`src/rtl/fp_norm_pipe.sv`:
```
// fp_norm_pipe: 2-stage FP normaliser (carry right-shift / leading-zero left-normalise) with valid/ready, flush, event counters.
// Optional NORM_STICKY_EN: OR the bit shifted out in the carry case into the result LSB.
module fp_norm_pipe #(
  parameter int EXP_W  = 8,
  parameter int MANT_W = 28,
  parameter int CNT_W  = 16
) (
  input  logic              i_clk,
  input  logic              i_rst,
  input  logic              i_flush,
  input  logic              i_valid,
  output logic              o_ready,
  input  logic              i_aos,
  input  logic              i_carry,
  input  logic [EXP_W-1:0]  i_exp,
  input  logic [MANT_W-1:0] i_mant,
  output logic              o_valid,
  input  logic              i_ready,
  output logic [EXP_W-1:0]  o_exp,
  output logic [MANT_W-1:0] o_mant,
  output logic              o_overflow,
  output logic              o_underflow,
  output logic [CNT_W-1:0]  o_ovf_cnt,
  output logic [CNT_W-1:0]  o_unf_cnt
);
  localparam int LZ_W = $clog2(MANT_W + 1);
  localparam int XW   = EXP_W + LZ_W;
  logic              r1_valid, r1_aos, r1_carry;
  logic [EXP_W-1:0]  r1_exp;
  logic [MANT_W-1:0] r1_mant;
  logic [LZ_W-1:0]   r1_lz;
  logic              r2_valid, r2_ovf, r2_unf;
  logic [EXP_W-1:0]  r2_exp;
  logic [MANT_W-1:0] r2_mant;
  logic [CNT_W-1:0]  r_ovf_cnt, r_unf_cnt;
  logic [LZ_W-1:0]   w_lz;
  logic              w_adv1, w_adv2, w_zero, w_ovf, w_unf, w_xfer;
  logic [EXP_W-1:0]  w_exp_c, w_exp_n, w_exp;
  logic [MANT_W-1:0] w_mant_c, w_mant;
  always_comb begin
    w_lz = LZ_W'(MANT_W);
    for (int i = 0; i < MANT_W; i++)
      if (i_mant[i]) w_lz = LZ_W'(MANT_W - 1 - i);
  end
  assign w_adv2  = ~r2_valid | i_ready;
  assign w_adv1  = ~r1_valid | w_adv2;
  assign o_ready = w_adv1 & ~i_flush & ~i_rst;
  assign w_xfer  = r2_valid & i_ready;
  assign w_zero  = ~r1_carry & (r1_aos ? (r1_exp == '0 && r1_mant == '0) : (r1_mant == '0));
  assign w_exp_c = &r1_exp ? r1_exp : r1_exp + EXP_W'(1);
`ifdef NORM_STICKY_EN
  assign w_mant_c = (r1_mant >> 1) | {{MANT_W-1{1'b0}}, r1_mant[0]};
`else
  assign w_mant_c = r1_mant >> 1;
`endif
  // exponent clamps at 0 but the mantissa is still shifted by the full count
  assign w_exp_n = (XW'(r1_exp) > XW'(r1_lz)) ? EXP_W'(XW'(r1_exp) - XW'(r1_lz)) : '0;
  assign w_exp   = r1_carry ? w_exp_c : w_zero ? '0 : w_exp_n;
  assign w_mant  = r1_carry ? w_mant_c : w_zero ? '0 : r1_mant << r1_lz;
  assign w_ovf   = r1_carry & (&w_exp_c);
  assign w_unf   = ~r1_carry & (w_zero | w_exp_n == '0);
  always_ff @(posedge i_clk or posedge i_rst) begin
    if (i_rst) begin
      r1_valid <= 1'b0;
      r1_aos   <= 1'b0;
      r1_carry <= 1'b0;
      r1_exp   <= '0;
      r1_mant  <= '0;
      r1_lz    <= '0;
      r2_valid <= 1'b0;
      r2_exp   <= '0;
      r2_mant  <= '0;
      r2_ovf   <= 1'b0;
      r2_unf   <= 1'b0;
    end else if (i_flush) begin
      r1_valid <= 1'b0;
      r2_valid <= 1'b0;
    end else begin
      if (w_adv1) begin
        r1_valid <= i_valid;
        if (i_valid) begin
          r1_aos   <= i_aos;
          r1_carry <= i_carry;
          r1_exp   <= i_exp;
          r1_mant  <= i_mant;
          r1_lz    <= w_lz;
        end
      end
      if (w_adv2) begin
        r2_valid <= r1_valid;
        if (r1_valid) begin
          r2_exp  <= w_exp;
          r2_mant <= w_mant;
          r2_ovf  <= w_ovf;
          r2_unf  <= w_unf;
        end
      end
    end
  end
  always_ff @(posedge i_clk or posedge i_rst) begin
    if (i_rst) begin
      r_ovf_cnt <= '0;
      r_unf_cnt <= '0;
    end else begin
      if (w_xfer & r2_ovf & ~&r_ovf_cnt) r_ovf_cnt <= r_ovf_cnt + CNT_W'(1);
      if (w_xfer & r2_unf & ~&r_unf_cnt) r_unf_cnt <= r_unf_cnt + CNT_W'(1);
    end
  end
  assign o_valid     = r2_valid;
  assign o_exp       = r2_exp;
  assign o_mant      = r2_mant;
  assign o_overflow  = r2_ovf;
  assign o_underflow = r2_unf;
  assign o_ovf_cnt   = r_ovf_cnt;
  assign o_unf_cnt   = r_unf_cnt;
endmodule
```
`config.mk`:
```
export PLATFORM = sky130hd
export DESIGN_NAME = fp_norm_pipe
export DESIGN_NICKNAME = d
export VERILOG_FILES = /design/src/rtl/fp_norm_pipe.sv
export SDC_FILE = /design/constraint.sdc
export NUM_CORES = 1
export LEC_CHECK = 0
export ABC_CLOCK_PERIOD_IN_PS = 4500
export CORE_ASPECT_RATIO = 0.9
export CORE_MARGIN = 2
export CORE_UTILIZATION = 25
export DETAILED_ROUTE_END_ITERATION = 10
export PLACE_DENSITY = 0.49
export SYNTH_ARGS = -nofsm -noshare
export SYNTH_HDL_FRONTEND = slang
export SYNTH_SLANG_ARGS = --single-unit
export TNS_END_PERCENT = 50
```
`constraint.sdc`:
```
create_clock -name i_clk -period 4.5 [get_ports i_clk]
set_input_delay 0.675 -clock i_clk [delete_from_list [all_inputs] [get_ports i_clk]]
set_output_delay 0.675 -clock i_clk [all_outputs]
set_load 0.01 [all_outputs]
```
Word-level counts from Yosys, hierarchy flattened
Index checks and enable logic that the tools add are counted.
- register bits after elaboration: 115
- input bits: 43
- output and inout bits: 72
- logic and storage cells: 90
- $add $sub $neg: 4
- magnitude comparators: 1
- shift-type cells: 1
- multiplexer cells: 39
- bitwise gates (word level): 18
- reductions and logical operators: 14
- operator list (kind ; number):
    2-to-1 mux 5 bit ; 26
    2-to-1 mux 28 bit ; 2
    adder 16 x 1 -> 16 bit, second input constant ; 2
    2-to-1 mux 8 bit ; 4
    AND reduction 16 bit ; 2
    logical NOT 28 bit ; 1
    left shift 28 x 5 -> 28 bit ; 1
    logical NOT 8 bit ; 2
    AND reduction 8 bit ; 2
    bitwise AND 1 bit ; 10
    adder 8 x 1 -> 8 bit, second input constant ; 1
    > comparator 8 x 5 -> 1 bit ; 1
    subtractor 8 x 5 -> 8 bit ; 1
    2-to-1 mux 3 bit ; 2
    AND reduction 3 bit ; 2
    2-to-1 mux 1 bit ; 5
    NOT 1 bit ; 5
    nonzero test 2 bit ; 2
    bitwise OR 1 bit ; 3
    logical NOT 1 bit ; 2
    logical AND 1 bit ; 1

Depth between registers and ports, before layout
- depth after elaboration: 28
- mapped depth: 11
- gate-level depth less buffers: 10

Worst setup path after synthesis
No wires, ideal clock.
- path kind: input port to output port
- from: input i_rst
- to: output o_ready
- data arrival time: 3.470 ns
- required time: 3.825 ns
- path slack: 0.355 ns
- cell stages on the path: 2
- path buffers: 0
- cells stage by stage: inv_1 > and2_1
- word-level cells in the longest chain between the ends: 2
- ends and longest elaborated chain (item ; line ; source):
    from (decl) ; 9 ; input logic i_rst,
    NOT 1 bit ; 47 ; assign o_ready = w_adv1 & ~i_flush & ~i_rst;
    bitwise AND 1 bit ; 47 ;
    to (decl) ; 12 ; output logic o_ready,
No other way between the ends.

Worst setup path in the final report
- from: input i_ready
- to: output o_ready
- word-level cells in the longest chain between the ends: 4
- ends and longest elaborated chain (item ; line ; source):
    from (decl) ; 18 ; input logic i_ready,
    bitwise OR 1 bit ; 45 ; assign w_adv2 = ~r2_valid | i_ready;
    bitwise OR 1 bit ; 46 ; assign w_adv1 = ~r1_valid | w_adv2;
    bitwise AND 1 bit (2 in series) ; 47 ;
No other way between the ends.

==> results by group <==
Run status
  • Status: finished clean

Detailed routing
  • Total routed wirelength: ~23000 um
  • DRC errors left: 0
  • Drt pass-1 iters: 5
  • WL per Instance: 18.4 um
  • Initial DRC count: between 400 and 500
  • Post-route ant nets: 0
  • Via density: about 5
  • Via count: 6238

Timing
  • Fin. Hold Viols: 0
  • Final setup fails: 0
  • Slew margin rel.: 36.1%
  • Fmax: around 320 MHz
  • Slew @ Worst Pin: roughly 950 ps
  • Final min period: around 3100 ps
  • Hold_ws: 477 ps
  • Setup TNS: 0 ps
  • Max-slew violations: 0
  • RSZ-0062 raised after global routing: false
  • Worst Skew: between 9 and 10 ps
  • Final Cycle Share: between 60% and 70%

Clock tree
  • Clock Path Buffers: 2
  • Worst skew pair latency: 420 ps
  • Post-cts sizing count: 0
  • Clock slew at reported path FFs: around 60 ps
  • CTS Hold Bufs: 0
  • H-tree Lvls: 4
  • Clock Tree Root: clkbuf_16
  • Post-CTS Setup Bufs: 0
  • TritonCTS clock tree: built
  • CTS Buf Count: 17
  • CTS Sinks: 115

Yosys
  • Main synth FF type: dfrtp_1
  • Syn nets: approximately 800
  • Synth Area per Inst: slightly below 10 sq um
  • Mapped Cells: approximately 750
  • Post-synth EDFFs: 0
  • Synth area leader: dfrtp_1
  • Sequential element share of the synthesized area: around two fifths
  • Post-Synthesis Cell Area: 7200 sq um
  • Synth top area share: about 40%
  • Async SR Flop Fraction: 100%
  • Cell with the most instances after synthesis: dfrtp_1
  • Synth area leaders: dfrtp_1, mux2_2, mux4_2
  • Synth Register Bits: roughly 120
  • Synth cell types: a little over 70
  • Post-synth top cells: dfrtp_1, nand2_1, nor2_1
  • Ys Warns: 0

Cells and area
  • Non-Filler Instances: about 1200
  • Ant diodes: 0
  • Share of layout cells above drive strength 1: about 14%
  • Fin nets: 900
  • P&R area growth vs syn: 29.1%

Floorplan
  • Die Width: around 180 um
  • Area of the die: around 30000 sq um
  • Cell row count: 58
  • I/O pins: around 120
  • Initial cell density of the core: 25.6%
  • Core Region: ~28000 sq um
  • Die Y: 165 um

Power
  • P_leak: ~0.0037 uW
  • Maximum vdd drop: 0.263 mV
  • PwrDens: 423 nW/um^2
  • Total chip power: ~3900 uW

Critical path
  • Worst Path Required: between 3000 and 4000 ps
  • CP top delay family: buffers and inverters
  • Worst setup EP type: output port
  • Slowest-stage cell, CP: clkdlybuf4s50_1
  • CP bufs+invs: 2
  • Crit path largest cell delay: between 400 and 500 ps
  • Data arrival time of the critical path: 2470 ps
  • Most frequent CP cell: clkdlybuf4s50_1
  • Worst Setup Start Kind: input pin
  • Crit path kind: input pin to output port
  • Critical-path cell list: clkdlybuf4s50_1 > nor2b_1 > a21oi_1 > and2_1 > clkdlybuf4s50_1
  • Max FO, Critical Path: 5

Hold path
  • HP Class: flop to flop

GRT
  • Largest net degree at the start of global routing: 70
  • Tot GR Track Use: 15.2%
  • Global-route wire length before repair: between 30000 and 40000 um
  • Number of global-route vias before repair: around 6000
  • Gr ovfl total: 0
  • Initial antenna violation count: 0

Placement
  • Gp weighted congestion: 0.907
  • HPWL after DPL: roughly 17000 um
  • Number of I/O port buffers: about 110
  • Cells after DPL: about 1200

Job
  • Max_cap viols: 0
[cells in the final DEF, fill, tap and decap left out, types with 9 or more instances in the layout]
master	instances
nand2_1	81
buf_4	13
xnor2_1	25
clkdlybuf4s50_1	114
xor2_1	12
nand4_1	14
a21oi_1	42
dfrtp_1	115
and3_1	15
a221oi_1	12
nor4_1	15
inv_1	17
o211ai_1	9
nor3_1	11
mux4_2	14
mux2_2	44
ha_1	9
mux2i_1	24
nand3_1	22
clkbuf_16	17
nor2_1	69
o21ai_0	38
[path summary, 6_finish.rpt]
path | endpoint | slack (ps) | depth (start not counted) | start
max in group asynchronous | o_exp[2]$_DFFE_PP0P_ | 2930 | 3 | i_rst
min in group asynchronous | o_ovf_cnt[14]$_DFFE_PP0P_ | 870 | 3 | i_rst
max | o_ready | 1350 | 5 | i_ready
min reg2reg | o_mant[16]$_DFFE_PP0P_ | 480 | 2 | o_mant[16]$_DFFE_PP0P_
min | o_mant[16]$_DFFE_PP0P_ | 480 | 2 | o_mant[16]$_DFFE_PP0P_
max reg2reg | o_exp[6]$_DFFE_PP0P_ | 1460 | 8 | r1_lz[1]$_DFFE_PP0P_
[where the power goes]
part / internal (uW) / leakage (uW) / switching (uW) / total [uW]
logic: 557 / 0.00197 / 557 / 1110
clock network: 886 / 0.000304 / 539 / 1420
registers: 1190 / 0.00145 / 204 / 1390
total: 2630 / 0.00372 / 1300 / 3930
[registers in the layout, summed over array words and instances (netlist names)]
register / flops
o_mant: 28
r1_mant: 28
o_ovf_cnt: 16
o_unf_cnt: 16
o_exp: 8
r1_exp: 8
r1_lz: 5
o_overflow: 1
o_underflow: 1
o_valid: 1
r1_aos: 1
r1_carry: 1
r1_valid: 1
[metal layers]
metal  track usage [%]  wire length [um]  up-vias  share of wire (%)
li1                  -                 -     2978                  -
met1              23.6             11700     3013                 52
met2              21.0              9030      232                 40
met3              3.37              1540       15                6.9
met4              3.64               201        0               0.89
met5                 0                 0        -                  0
[logic make-up (layout without fill, tap and decap cells)]
logic type               Yosys count  after routing  share of synthesized area (%)
multiplexers                      88             88                           16.4
adder cells (fa/ha/maj)           10             10                           1.84
flip-flops                       115            115                           40.0
AO/OA/AOI/OAI                    167            167                           15.4
AND/OR/NAND/NOR                  264            264                           17.8
XOR/XNOR                          37             37                           4.50
buffers and inverters             65            179                           4.14
[worst reg2reg max path, delay by kind of cell (launching register included)]
family,cells,cell delay (ps)
flip-flops,1,940
AO/OA/AOI/OAI,4,700
adder cells (fa/ha/maj),1,480
multiplexers,1,360
buffers and inverters,1,200
AND/OR/NAND/NOR,1,190
[stage by stage]
stage	utilization [%]	setup slack (ps)	area (sq um)
after CTS	33.0	1320	9290
final	33.0	1350	9290
after global routing	33.0	1140	9290
after floorplan	-	355	7200
after global placement	30.8	1330	8670
after detailed placement	30.8	1320	8670
[area by class of cell]
cell class | count | area, sq um
fillers | 2929 | 18900
flip-flops and latches | 115 | 2880
multi-input cells | 566 | 4030
clock inverters | 15 | 191
well taps | 360 | 450
repair buffers | 127 | 1240
clock buffers | 17 | 425
inverters | 20 | 78.8
(Power assumes the default switching activity.)
